$ cat config.mk
export PLATFORM = sky130hd
export DESIGN_NAME = syn_accumulator
export DESIGN_NICKNAME = d
export VERILOG_FILES = /design/src/rtl/snn_pkg.sv /design/src/rtl/syn_accu_lane.sv /design/src/rtl/syn_accumulator.sv
export SDC_FILE = /design/constraint.sdc
export NUM_CORES = 2
export LEC_CHECK = 0
export ABC_AREA = 1
export BUFFER_PORTS_ARGS = -buffer_cell sky130_fd_sc_hd__buf_4
export CAP_MARGIN = 15
export CELL_PAD_IN_SITES_DETAIL_PLACEMENT = 1
export CELL_PAD_IN_SITES_GLOBAL_PLACEMENT = 2
export CORE_MARGIN = 2
export CORE_UTILIZATION = 42
export DETAILED_ROUTE_END_ITERATION = 8
export PLACE_DENSITY = 0.92
export SLEW_MARGIN = 20
export SYNTH_ARGS = -nofsm -noshare
export SYNTH_HDL_FRONTEND = slang
export SYNTH_SLANG_ARGS = --single-unit
$ cat constraint.sdc
create_clock -name clk -period 7.8 [get_ports clk]
set_input_delay 1.56 -clock clk [delete_from_list [all_inputs] [get_ports clk]]
set_output_delay 1.56 -clock clk [all_outputs]
set_load 0.01 [all_outputs]
$ cat src/rtl/snn_pkg.sv
`default_nettype none
// ============================================================================
//  Package     : snn_pkg
//  Description : Shared definitions for the SNN core datapath: global phase
//                codes, default array geometry, weight/potential widths and
//                the membrane-potential saturation helper.
//  Revision    : 1.0 - initial release
// ============================================================================
package snn_pkg;

    // Global phase codes driven by the SNN controller.
    typedef enum logic [2:0] {
        PH_IDLE     = 3'd0,
        PH_SET      = 3'd1,
        PH_SYN_ACCU = 3'd2,
        PH_DECAY    = 3'd3,
        PH_PDE      = 3'd4,
        PH_FINISH   = 3'd5,
        PH_DONE     = 3'd6
    } phase_e;

    localparam int N_NUM   = 32;  // presynaptic neurons (weight rows)
    localparam int N_SZ    = 5;   // log2(N_NUM)
    localparam int G_NUM   = 4;   // output neurons
    localparam int G_SZ    = 2;   // log2(G_NUM)
    localparam int W_W     = 8;   // signed weight width
    localparam int V_W     = 16;  // signed membrane-potential width
    localparam int LEAK_SH = 3;   // leak shift amount

    // Clamp a signed value to the range of a vw-bit two's-complement number.
    // The caller truncates the result back to vw bits.
    function automatic logic signed [31:0] saturate(input logic signed [31:0] x,
                                                   input int                 vw);
        logic signed [31:0] hi;
        logic signed [31:0] lo;
        hi = (32'sd1 <<< (vw - 1)) - 32'sd1;
        lo = -(32'sd1 <<< (vw - 1));
        if (x > hi) begin
            saturate = hi;
        end else if (x < lo) begin
            saturate = lo;
        end else begin
            saturate = x;
        end
    endfunction

endpackage : snn_pkg
`default_nettype wire

$ cat src/rtl/syn_accu_lane.sv
`default_nettype none
// ============================================================================
//  Module      : syn_accu_lane
//  Description : One output neuron: membrane-potential register with the
//                two-weight add/saturate, leak and threshold/fire/reset.
//  Revision    : 1.0 - initial release
//
//  Ports
//    clk        in   clock
//    rst        in   synchronous active-low reset
//    acc_apply  in   apply the accumulation operands this cycle
//    s0, s1     in   spike bits selecting w0 / w1
//    w0, w1     in   signed weights of the two rows for this neuron
//    decay_en   in   apply leak this cycle
//    pde_en     in   apply fire/reset this cycle
//    clr        in   clear potential (loses against acc_apply)
//    vth        in   signed fire threshold
//    v          out  current membrane potential
//    fire       out  V >= vth (combinational)
// ============================================================================
module syn_accu_lane #(
    parameter int W_W     = 8,
    parameter int V_W     = 16,
    parameter int LEAK_SH = 3
) (
    input  logic           clk,
    input  logic           rst,
    input  logic           acc_apply,
    input  logic           s0,
    input  logic           s1,
    input  logic [W_W-1:0] w0,
    input  logic [W_W-1:0] w1,
    input  logic           decay_en,
    input  logic           pde_en,
    input  logic           clr,
    input  logic [V_W-1:0] vth,
    output logic [V_W-1:0] v,
    output logic           fire
);
    import snn_pkg::*;

    // Rounding bias that makes the leak term truncate toward zero, so a
    // small negative potential (e.g. -1) is not pulled to zero by the floor
    // behaviour of an arithmetic shift.
    localparam logic [V_W-1:0] C_RND = V_W'((1 << LEAK_SH) - 1);

    logic        [V_W-1:0] r_v;
    logic        [V_W+1:0] w_vx;
    logic        [V_W+1:0] w_w0x;
    logic        [V_W+1:0] w_w1x;
    logic signed [V_W+1:0] w_sum;
    logic        [V_W-1:0] w_sat;
    logic signed [V_W-1:0] w_biased;
    logic signed [V_W-1:0] w_leak;
    logic        [V_W-1:0] w_decayed;

    // Two extra bits of headroom hold V + two full-scale weights exactly.
    assign w_vx  = {{2{r_v[V_W-1]}}, r_v};
    assign w_w0x = {{(V_W+2-W_W){w0[W_W-1]}}, w0};
    assign w_w1x = {{(V_W+2-W_W){w1[W_W-1]}}, w1};
    assign w_sum = w_vx + (s0 ? w_w0x : '0) + (s1 ? w_w1x : '0);
    assign w_sat = V_W'(saturate(32'(w_sum), V_W));

    // Adding the bias to a negative value cannot overflow.
    assign w_biased  = r_v + (r_v[V_W-1] ? C_RND : '0);
    assign w_leak    = w_biased >>> LEAK_SH;
    assign w_decayed = r_v - w_leak;

    assign fire = ($signed(r_v) >= $signed(vth));
    assign v    = r_v;

    always_ff @(posedge clk) begin
        if (!rst) begin
            r_v <= '0;
        end else if (acc_apply) begin
            r_v <= w_sat;
        end else if (clr) begin
            r_v <= '0;
        end else if (decay_en) begin
            r_v <= w_decayed;
        end else if (pde_en && fire) begin
            r_v <= '0;
        end
    end

endmodule : syn_accu_lane
`default_nettype wire

$ cat src/rtl/syn_accumulator.sv
`default_nettype none
// ============================================================================
//  Module      : syn_accumulator
//  Description : Synaptic accumulator downstream of the spike decoder. Each
//                accepted spike pair reads two weight rows and adds the
//                weights of the spiking inputs into G_NUM membrane
//                potentials; DECAY applies leak and PDE applies
//                threshold/fire/reset on phase entry.
//  Revision    : 1.0 - initial release
//
//  Ports
//    clk            in   clock
//    rst            in   synchronous active-low reset
//    state          in   global phase code
//    spike          in   spike pair (bit0 -> row rf_addr, bit1 -> rf_addr+1)
//    rf_addr        in   base row of the pair
//    acc_en         in   pair valid this cycle
//    accu_fin       in   last pair of the timestep (same cycle as the pair)
//    v_clr          in   clear all potentials
//    wt_we          in   weight write strobe (ignored in SYN_ACCU)
//    wt_addr        in   weight row to write
//    wt_data        in   row data, slice g = weight to neuron g
//    vth            in   signed fire threshold
//    v_out          out  potentials, slice g = neuron g
//    spike_out      out  fire vector of the last PDE
//    spike_out_vld  out  one-cycle pulse when spike_out updates
//    accu_done      out  one-cycle pulse when accumulation has drained
// ============================================================================
module syn_accumulator #(
    parameter int N_NUM   = snn_pkg::N_NUM,
    parameter int N_SZ    = snn_pkg::N_SZ,
    parameter int G_NUM   = snn_pkg::G_NUM,
    parameter int W_W     = snn_pkg::W_W,
    parameter int V_W     = snn_pkg::V_W,
    parameter int LEAK_SH = snn_pkg::LEAK_SH
) (
    input  logic                 clk,
    input  logic                 rst,
    input  logic [2:0]           state,
    input  logic [1:0]           spike,
    input  logic [N_SZ-1:0]      rf_addr,
    input  logic                 acc_en,
    input  logic                 accu_fin,
    input  logic                 v_clr,
    input  logic                 wt_we,
    input  logic [N_SZ-1:0]      wt_addr,
    input  logic [G_NUM*W_W-1:0] wt_data,
    input  logic [V_W-1:0]       vth,
    output logic [G_NUM*V_W-1:0] v_out,
    output logic [G_NUM-1:0]     spike_out,
    output logic                 spike_out_vld,
    output logic                 accu_done
);
    import snn_pkg::*;

    localparam int ROW_W = G_NUM * W_W;

    logic [2:0]       r_state_d;
    logic [ROW_W-1:0] r_wt [N_NUM];

    // Stage-1 pipeline register (pair captured on acc_en)
    logic             r_p_vld;
    logic             r_p_fin;
    logic [1:0]       r_p_spike;
    logic [ROW_W-1:0] r_p_w0;
    logic [ROW_W-1:0] r_p_w1;

    logic [G_NUM-1:0] r_spike_out;
    logic             r_spike_out_vld;
    logic             r_accu_done;

    logic             w_entry;
    logic             w_in_accu;
    logic             w_take;
    logic             w_apply;
    logic             w_decay_en;
    logic             w_pde_en;
    logic [N_SZ-1:0]  w_addr_nxt;
    logic [G_NUM-1:0] w_fire;

    assign w_entry    = (state != r_state_d);
    assign w_in_accu  = (state == PH_SYN_ACCU);
    assign w_take     = w_in_accu && acc_en;
    // A captured pair only lands if the phase is still SYN_ACCU one cycle
    // later; leaving the phase discards anything in flight.
    assign w_apply    = r_p_vld && w_in_accu;
    assign w_decay_en = (state == PH_DECAY) && w_entry;
    assign w_pde_en   = (state == PH_PDE) && w_entry;
    assign w_addr_nxt = (rf_addr == N_SZ'(N_NUM - 1)) ? '0 : rf_addr + N_SZ'(1);

    // Phase tracking
    always_ff @(posedge clk) begin
        if (!rst) begin
            r_state_d <= PH_IDLE;
        end else begin
            r_state_d <= state;
        end
    end

    // Weight RAM; writes are locked out while accumulation reads it so no
    // read/write bypass is needed.
    always_ff @(posedge clk) begin
        if (!rst) begin
            for (int i = 0; i < N_NUM; i++) begin
                r_wt[i] <= '0;
            end
        end else if (wt_we && !w_in_accu) begin
            r_wt[wt_addr] <= wt_data;
        end
    end

    // Stage 1: capture the pair and both weight rows
    always_ff @(posedge clk) begin
        if (!rst) begin
            r_p_vld   <= 1'b0;
            r_p_fin   <= 1'b0;
            r_p_spike <= '0;
            r_p_w0    <= '0;
            r_p_w1    <= '0;
        end else begin
            r_p_vld <= w_take;
            r_p_fin <= w_take && accu_fin;
            if (w_take) begin
                r_p_spike <= spike;
                r_p_w0    <= r_wt[rf_addr];
                r_p_w1    <= r_wt[w_addr_nxt];
            end
        end
    end

    // Status outputs
    always_ff @(posedge clk) begin
        if (!rst) begin
            r_spike_out     <= '0;
            r_spike_out_vld <= 1'b0;
            r_accu_done     <= 1'b0;
        end else begin
            r_spike_out_vld <= w_pde_en;
            r_accu_done     <= w_apply && r_p_fin;
            if (w_pde_en) begin
                r_spike_out <= w_fire;
            end
        end
    end

    assign spike_out     = r_spike_out;
    assign spike_out_vld = r_spike_out_vld;
    assign accu_done     = r_accu_done;

    // Stage 2: per-neuron potential lanes
    for (genvar g = 0; g < G_NUM; g++) begin : g_lane
        syn_accu_lane #(
            .W_W     (W_W),
            .V_W     (V_W),
            .LEAK_SH (LEAK_SH)
        ) u_lane (
            .clk       (clk),
            .rst       (rst),
            .acc_apply (w_apply),
            .s0        (r_p_spike[0]),
            .s1        (r_p_spike[1]),
            .w0        (r_p_w0[g*W_W +: W_W]),
            .w1        (r_p_w1[g*W_W +: W_W]),
            .decay_en  (w_decay_en),
            .pde_en    (w_pde_en),
            .clr       (v_clr),
            .vth       (vth),
            .v         (v_out[g*V_W +: V_W]),
            .fire      (w_fire[g])
        );
    end

endmodule : syn_accumulator
`default_nettype wire
-- Yosys cells after proc, flatten, opt, wreduce, memory -nomap -nowiden
Memory sizes are Yosys's and may differ from the RTL's. A register that Yosys moved wholly into a read port is not among the register bits.
Index checks and enable logic that the tools add are counted.
W data, S select, Z words.
- register bits: 77
- RAM bits: 1024
- memories kept: 1
- memory list (name ; words ; bits a word ; rd ports ; clocked after memory_dff ; wr ports ; line ; RTL):
    r_wt ; 32 ; 32 ; 2 ; 2 ; 32 ; syn_accumulator.sv:59 ; logic [ROW_W-1:0] r_wt [N_NUM];
- $add $sub $neg: 17
- magnitude comparators: 12
- equality and inequality tests: 5
- muxes and demuxes: 44
- reductions and logical operators: 19
- operator list (cell ; number):
    $mux W16 ; 24
    $add A18 B18 Y18 ; 8
    $mux W18 ; 8
    $gt A18 B16 Y1 const B ; 4
    $lt A18 B16 Y1 const B ; 4
    $add A16 B16 Y16 ; 4
    $ge A16 B16 Y1 ; 4
    $sub A16 B16 Y16 ; 4
    $mux W32 ; 1
    $reduce_or A32 Y1 ; 1
    $reduce_bool A4 Y1 ; 4
    $mux W3 ; 4
    $logic_and A1 B1 Y1 ; 11
    $mux W5 ; 2
    $eq A3 B2 Y1 const B ; 2
    $add A5 B1 Y5 const B ; 1
    $eq A5 B5 Y1 const B ; 1
    $mux W1 ; 5
    $eq A3 B3 Y1 const B ; 1
    $logic_not A1 Y1 ; 3
    $ne A3 B3 Y1 ; 1

-- Depth between registers and ports, before layout
- depth in word-level cells: 8
- mapped depth: 24
- mapped depth without buffers: 24

-- By module
Synthesis repeated with hierarchy kept, for this count alone.
- cell total of the unflattened synthesis: 10294
- area, all modules: 76090.5 um2
- modules (own cells, without submodules) (module ; times used ; cells each ; area an instance (um2) ; seq. area each (um2)):
    syn_accumulator ; 1 ; 7816 ; 60956.0 ; 32291.0
    syn_accu_lane at g_lane[1].u_lane ... ; 2 ; 621 ; 3704.8 ; 320.3
    syn_accu_lane at g_lane[0].u_lane ; 1 ; 649 ; 4030.1 ; 320.3
    syn_accu_lane at g_lane[3].u_lane ; 1 ; 587 ; 3694.8 ; 320.3

-- Worst setup path before layout
No wires, ideal clock.
- kind: input to register
- from: input port rf_addr[3]
- to: register r_p_w1[22], read port of r_wt
- library setup time: 0.128 ns
- arrival: 4.045 ns
- required time: 7.672 ns
- path slack: 3.627 ns
- stages on the path: 19
- buffers on the path: 7
- cells stage by stage: inv_1 -> clkbuf_1 -> clkbuf_1 -> clkbuf_1 -> nor2_1 -> ha_1 -> buf_2 -> nor2_4 -> inv_2 -> buf_6 -> buf_6 -> buf_2 -> o21a_1 -> o21ai_0 -> o211ai_1 -> o211ai_1 -> nand3_1 -> nand2_1 -> a21oi_1
- word-level cells in the longest chain between the ends: 2
- elaborated cells on any way between the ends: 3
- RTL lines (what ; line ; RTL):
    from (decl) ; syn_accumulator.sv:41 ; input logic [N_SZ-1:0] rf_addr,
    $add A5 B1 Y5 or $eq A5 B5 Y1 (tied branches) ; syn_accumulator.sv:89 ; assign w_addr_nxt = (rf_addr == N_SZ'(N_NUM - 1)) ? '0 : rf_addr + N_SZ'(1);
    $mux W5 (*) ; syn_accumulator.sv:89 ;
    to (decl) ; syn_accumulator.sv:66 ; logic [ROW_W-1:0] r_p_w1;
Every way passes the cells marked *; elsewhere a longest branch is shown, timed or not.
A chain may end at the register's enable or synchronous reset.

-- Worst setup path after layout
- from: input port rf_addr[3]
- to: register r_p_w1[0], read port of r_wt
Same word-level chain as after synthesis.

==> results.py <==
metrics = {
    "outcome": {
        "status": "completed",
    },
    "cts": {
        "postCtsResizedCells": 0,
        "cts.sinks": 1165,
        "cts_max_level": 4,
        "cts_tree": "built",
        "insertion_delay_ns": 0.81,
        "cts.path.max_buffers": 3,
        "path_clk_slew_ns": 0.06,
        "holdBufCountCts": 0,
        "numCtsBuffers": 138,
        "cts_root_buffer": "clkbuf_16",
        "postCtsSetupBuffers": 0,
    },
    "place": {
        "place.detailed.hpwl_mm": 175,
        "io_buffers": 138,
        "gp_congestion": 0.893,
    },
    "synth": {
        "syn_inst": 8688,
        "synth_area_leaders": "edfxtp_1 (43%), nor2_1 (11%), o21ai_0 (8.1%)",
        "synth_area_um2": 71300,
        "synth_adder_area_share_pct": 5.50,
        "postSynthAreaPerCell_um2": 8.21,
        "synthTopCellsByCount": "nor2_1 (2,080), o21ai_0 (1,150), nand2_1 (1,029), edfxtp_1 (1,024), o22ai_1 (459)",
        "synth_top_area_share_pct": 43.1,
        "yosysWarningCount": 0,
        "synth_edf_count": 1024,
        "synth.area.mux_share_pct": 0.267,
        "synth-xor-area-share_pct": 1.09,
        "ys.flop_type": "edfxtp_1",
        "synth-simple-area-share_pct": 19.6,
        "yosysMostFrequentCell": "nor2_1",
        "synth_seq_cells": 1165,
        "ys_seq_area_share_pct": 47.1,
        "yosysTopAreaCell": "edfxtp_1",
        "synth_top_family_by_area": "compound AO/OA/AOI/OAI gates",
        "async_flop_share_pct": 0,
        "synth_compound_area_share_pct": 19.7,
        "synth.distinct_cells": 49,
        "synth_nets": 9027,
    },
    "setup_path": {
        "crit-reg2reg-launch": "r_p_spike[0]$_SDFFE_PN0P_",
        "start_kind": "primary input",
        "arrival_ns": 6.03,
        "cp_top_family": "buffers and inverters",
        "crit_path_end_kind": "flop",
        "r2r_end": "g_lane[2].u_lane.v[0]$_SDFFE_PN0P_",
        "crit_path_frequent_cell": "o211ai_1",
        "critPathBufInv": 4,
        "path_class": "in -> reg",
        "critPathSlowestCell": "inv_2",
        "crit_chain": "buf_4 > inv_2 > nor2_1 > ha_4 > nor2_4 > inv_8 > buf_12 > o21a_1 > o21ai_0 > o211ai_1 > o211ai_1 > nand3_1 > nand2_1 > a21oi_1",
        "reg2reg_setup_slack_ns": 3.49,
        "path_max_fanout": 142,
        "max_stage_delay_ns": 0.71,
        "cp.required_ns": 8.45,
        "reg2reg_depth": 18,
    },
    "min_path": {
        "min_from": "r_p_fin$_SDFF_PN0_",
        "hold_path_class": "reg -> reg",
        "hold_end": "accu_done$_SDFF_PN0_",
        "min_path_cells": 2,
    },
    "power": {
        "power_density_nw_per_um2": 213,
        "leakagePower_nw": 30.6,
        "ir_drop_mv": 0.176,
    },
    "timing": {
        "finClkSkew_ns": 0.0329,
        "period_share_pct": 68.9,
        "hold_viol_final": 0,
        "setup-tns-final_ns": 0,
        "worst_pin_slew_ns": 1.22,
        "setup_viol": 0,
        "slew_violations": 0,
        "layout_min_cycle_time_ns": 5.38,
        "relSlewSlack_pct": 18.3,
        "rsz0062_at_grt": "false",
        "fmax_ghz": 0.186,
    },
    "global_routing": {
        "grt_pass1_wl_mm": 441,
        "grt_max_degree": 209,
        "grt_usage_pct": 33.8,
        "grt_pass1_vias": 69700,
        "overflow": 0,
        "antenna_found_initial": 4,
    },
    "route": {
        "drc_errors": 0,
        "vias": 68700,
        "wl_per_cell_um": 28.0,
        "drt-total-wl_mm": 300,
        "drt_first_iter_violations": 8466,
        "viasPerCell": 6.40,
        "dr.pass1.iters": 7,
        "ant_nets": 0,
    },
    "flow_run": {
        "max-cap-violations": 0,
    },
    "final_layout": {
        "fillers": 20000,
        "regArea_um2": 33600,
        "fin_nets": 8741,
        "drive_gt1_share_pct": 7.99,
        "multi_input_area_um2": 33200,
        "final_util_pct": 46.1,
        "area_growth_pct": 9.24,
    },
    "floorplanning": {
        "chipHeight_um": 416,
        "initial_core_util_pct": 42.2,
        "pin_count": 139,
        "fp-row-count": 151,
        "coreArea_um2": 169000,
        "dieArea_um2": 173000,
        "die_x_um": 416,
    },
}
-- per-layer routing --
metal / global-route usage (%) / share of wire, % / vias up
met5: 0 / 0.020 / -
met4: 19.6 / 6.4 / 6
met3: 7.34 / 11 / 1144
met2: 54.1 / 45 / 4088
met1: 42.2 / 38 / 34000
li1: - / - / 29500
-- cells in the final DEF (no fill, tap or decap), types with 32 or more instances in the layout --
cell / instances
a21oi_1: 367
buf_4: 258
clkbuf_1: 32
clkbuf_16: 145
dfxtp_1: 141
edfxtp_1: 1024
fa_1: 72
ha_1: 197
inv_1: 408
nand2_1: 967
nand2_2: 62
nand3_1: 219
nor2_1: 2077
nor3_1: 36
o211ai_1: 243
o21a_1: 102
o21ai_0: 1149
o21ai_1: 78
o221ai_1: 40
o22ai_1: 459
or2_2: 91
xor2_1: 61
-- worst register-to-register path, cell delays in order, from the launching register on --
cell	delay [ns]
dfxtp_1	0.59
buf_4	0.36
nand2_1	0.10
inv_1	0.43
fa_1	0.55
ha_1	0.42
inv_1	0.13
nor3_1	0.26
and2_1	0.16
nand2_1	0.08
nand2_1	0.11
nand2_1	0.05
nand2_1	0.05
nand2_1	0.08
nand2_1	0.32
nand2_1	0.17
a21oi_1	0.20
nor2_1	0.07
nor2_1	0.08
-- through the flow --
| stage | cells | instance area (µm²) | total power, mW | hold slack [ns] | setup WS (ns) |
|---|---|---|---|---|---|
| global placement | 10500 | 73400 | 9.97 | 0.413 | 1.98 |
| CTS | 10700 | 77900 | 16.5 | 0.401 | 2.74 |
| global route | 10700 | 77900 | 17.1 | 0.445 | 2.42 |
| floorplan | 8688 | 71300 | 9.07 | 0.410 | 3.63 |
| detailed placement | 10500 | 73400 | 10.1 | 0.421 | 1.93 |
| finish | 10700 | 77900 | 16.6 | 0.412 | 2.42 |
-- logic make-up (layout without fill, tap and decap cells) --
group,Yosys count,in the layout
simple gates,3524,3524
other cells,0,2
xor+xnor,89,89
compound gates,2475,2475
flops,1165,1165
buf+inv,1146,973
mux,19,19
fa+ha+maj,270,270
-- area by class of cell --
type | count | share of cell area [%]
Antenna cell | 2 | 0.00643
Timing Repair Buffer | 272 | 2.82
Clock buffer | 189 | 5.02
Clock inverter | 64 | 0.713
Inverter | 448 | 2.20
Sequential cell | 1165 | 43.1
Multi-Input combinational cell | 6377 | 42.6
Tap cell | 2218 | 3.56
-- where the power goes --
group / leakage (nW) / internal (mW) / switching, mW / total (mW)
Clock: 2.20 / 3.78 / 2.78 / 6.56
Combinational: 17.5 / 0.770 / 1.94 / 2.71
Sequential: 10.9 / 7.11 / 0.231 / 7.34
Total: 30.6 / 11.7 / 4.95 / 16.6
-- registers in the layout, indices dropped and copies added, names as in the netlist --
register	count
r_p_w1	32
r_wt	1024
r_p_vld	1
r_p_fin	1
r_p_spike	2
accu_done	1
r_p_w0	32
g_lane.u_lane.v	64
r_state_d	3
spike_out	4
spike_out_vld	1
-- how the worst max path moves through the flow --
stage,startpoint,to,cells after the start
2_1_floorplan,rf_addr[3],r_p_w1[22]$_SDFFE_PN0P_,19
3_3_place_gp,rf_addr[3],r_p_w1[0]$_SDFFE_PN0P_,14
3_5_place_dp,rf_addr[3],r_p_w1[0]$_SDFFE_PN0P_,14
4_1_cts,rf_addr[3],r_p_w1[0]$_SDFFE_PN0P_,14
5_1_grt,rf_addr[3],r_p_w1[31]$_SDFFE_PN0P_,14
6_report,rf_addr[3],r_p_w1[0]$_SDFFE_PN0P_,14
Power figures use the tool's default switching activity.
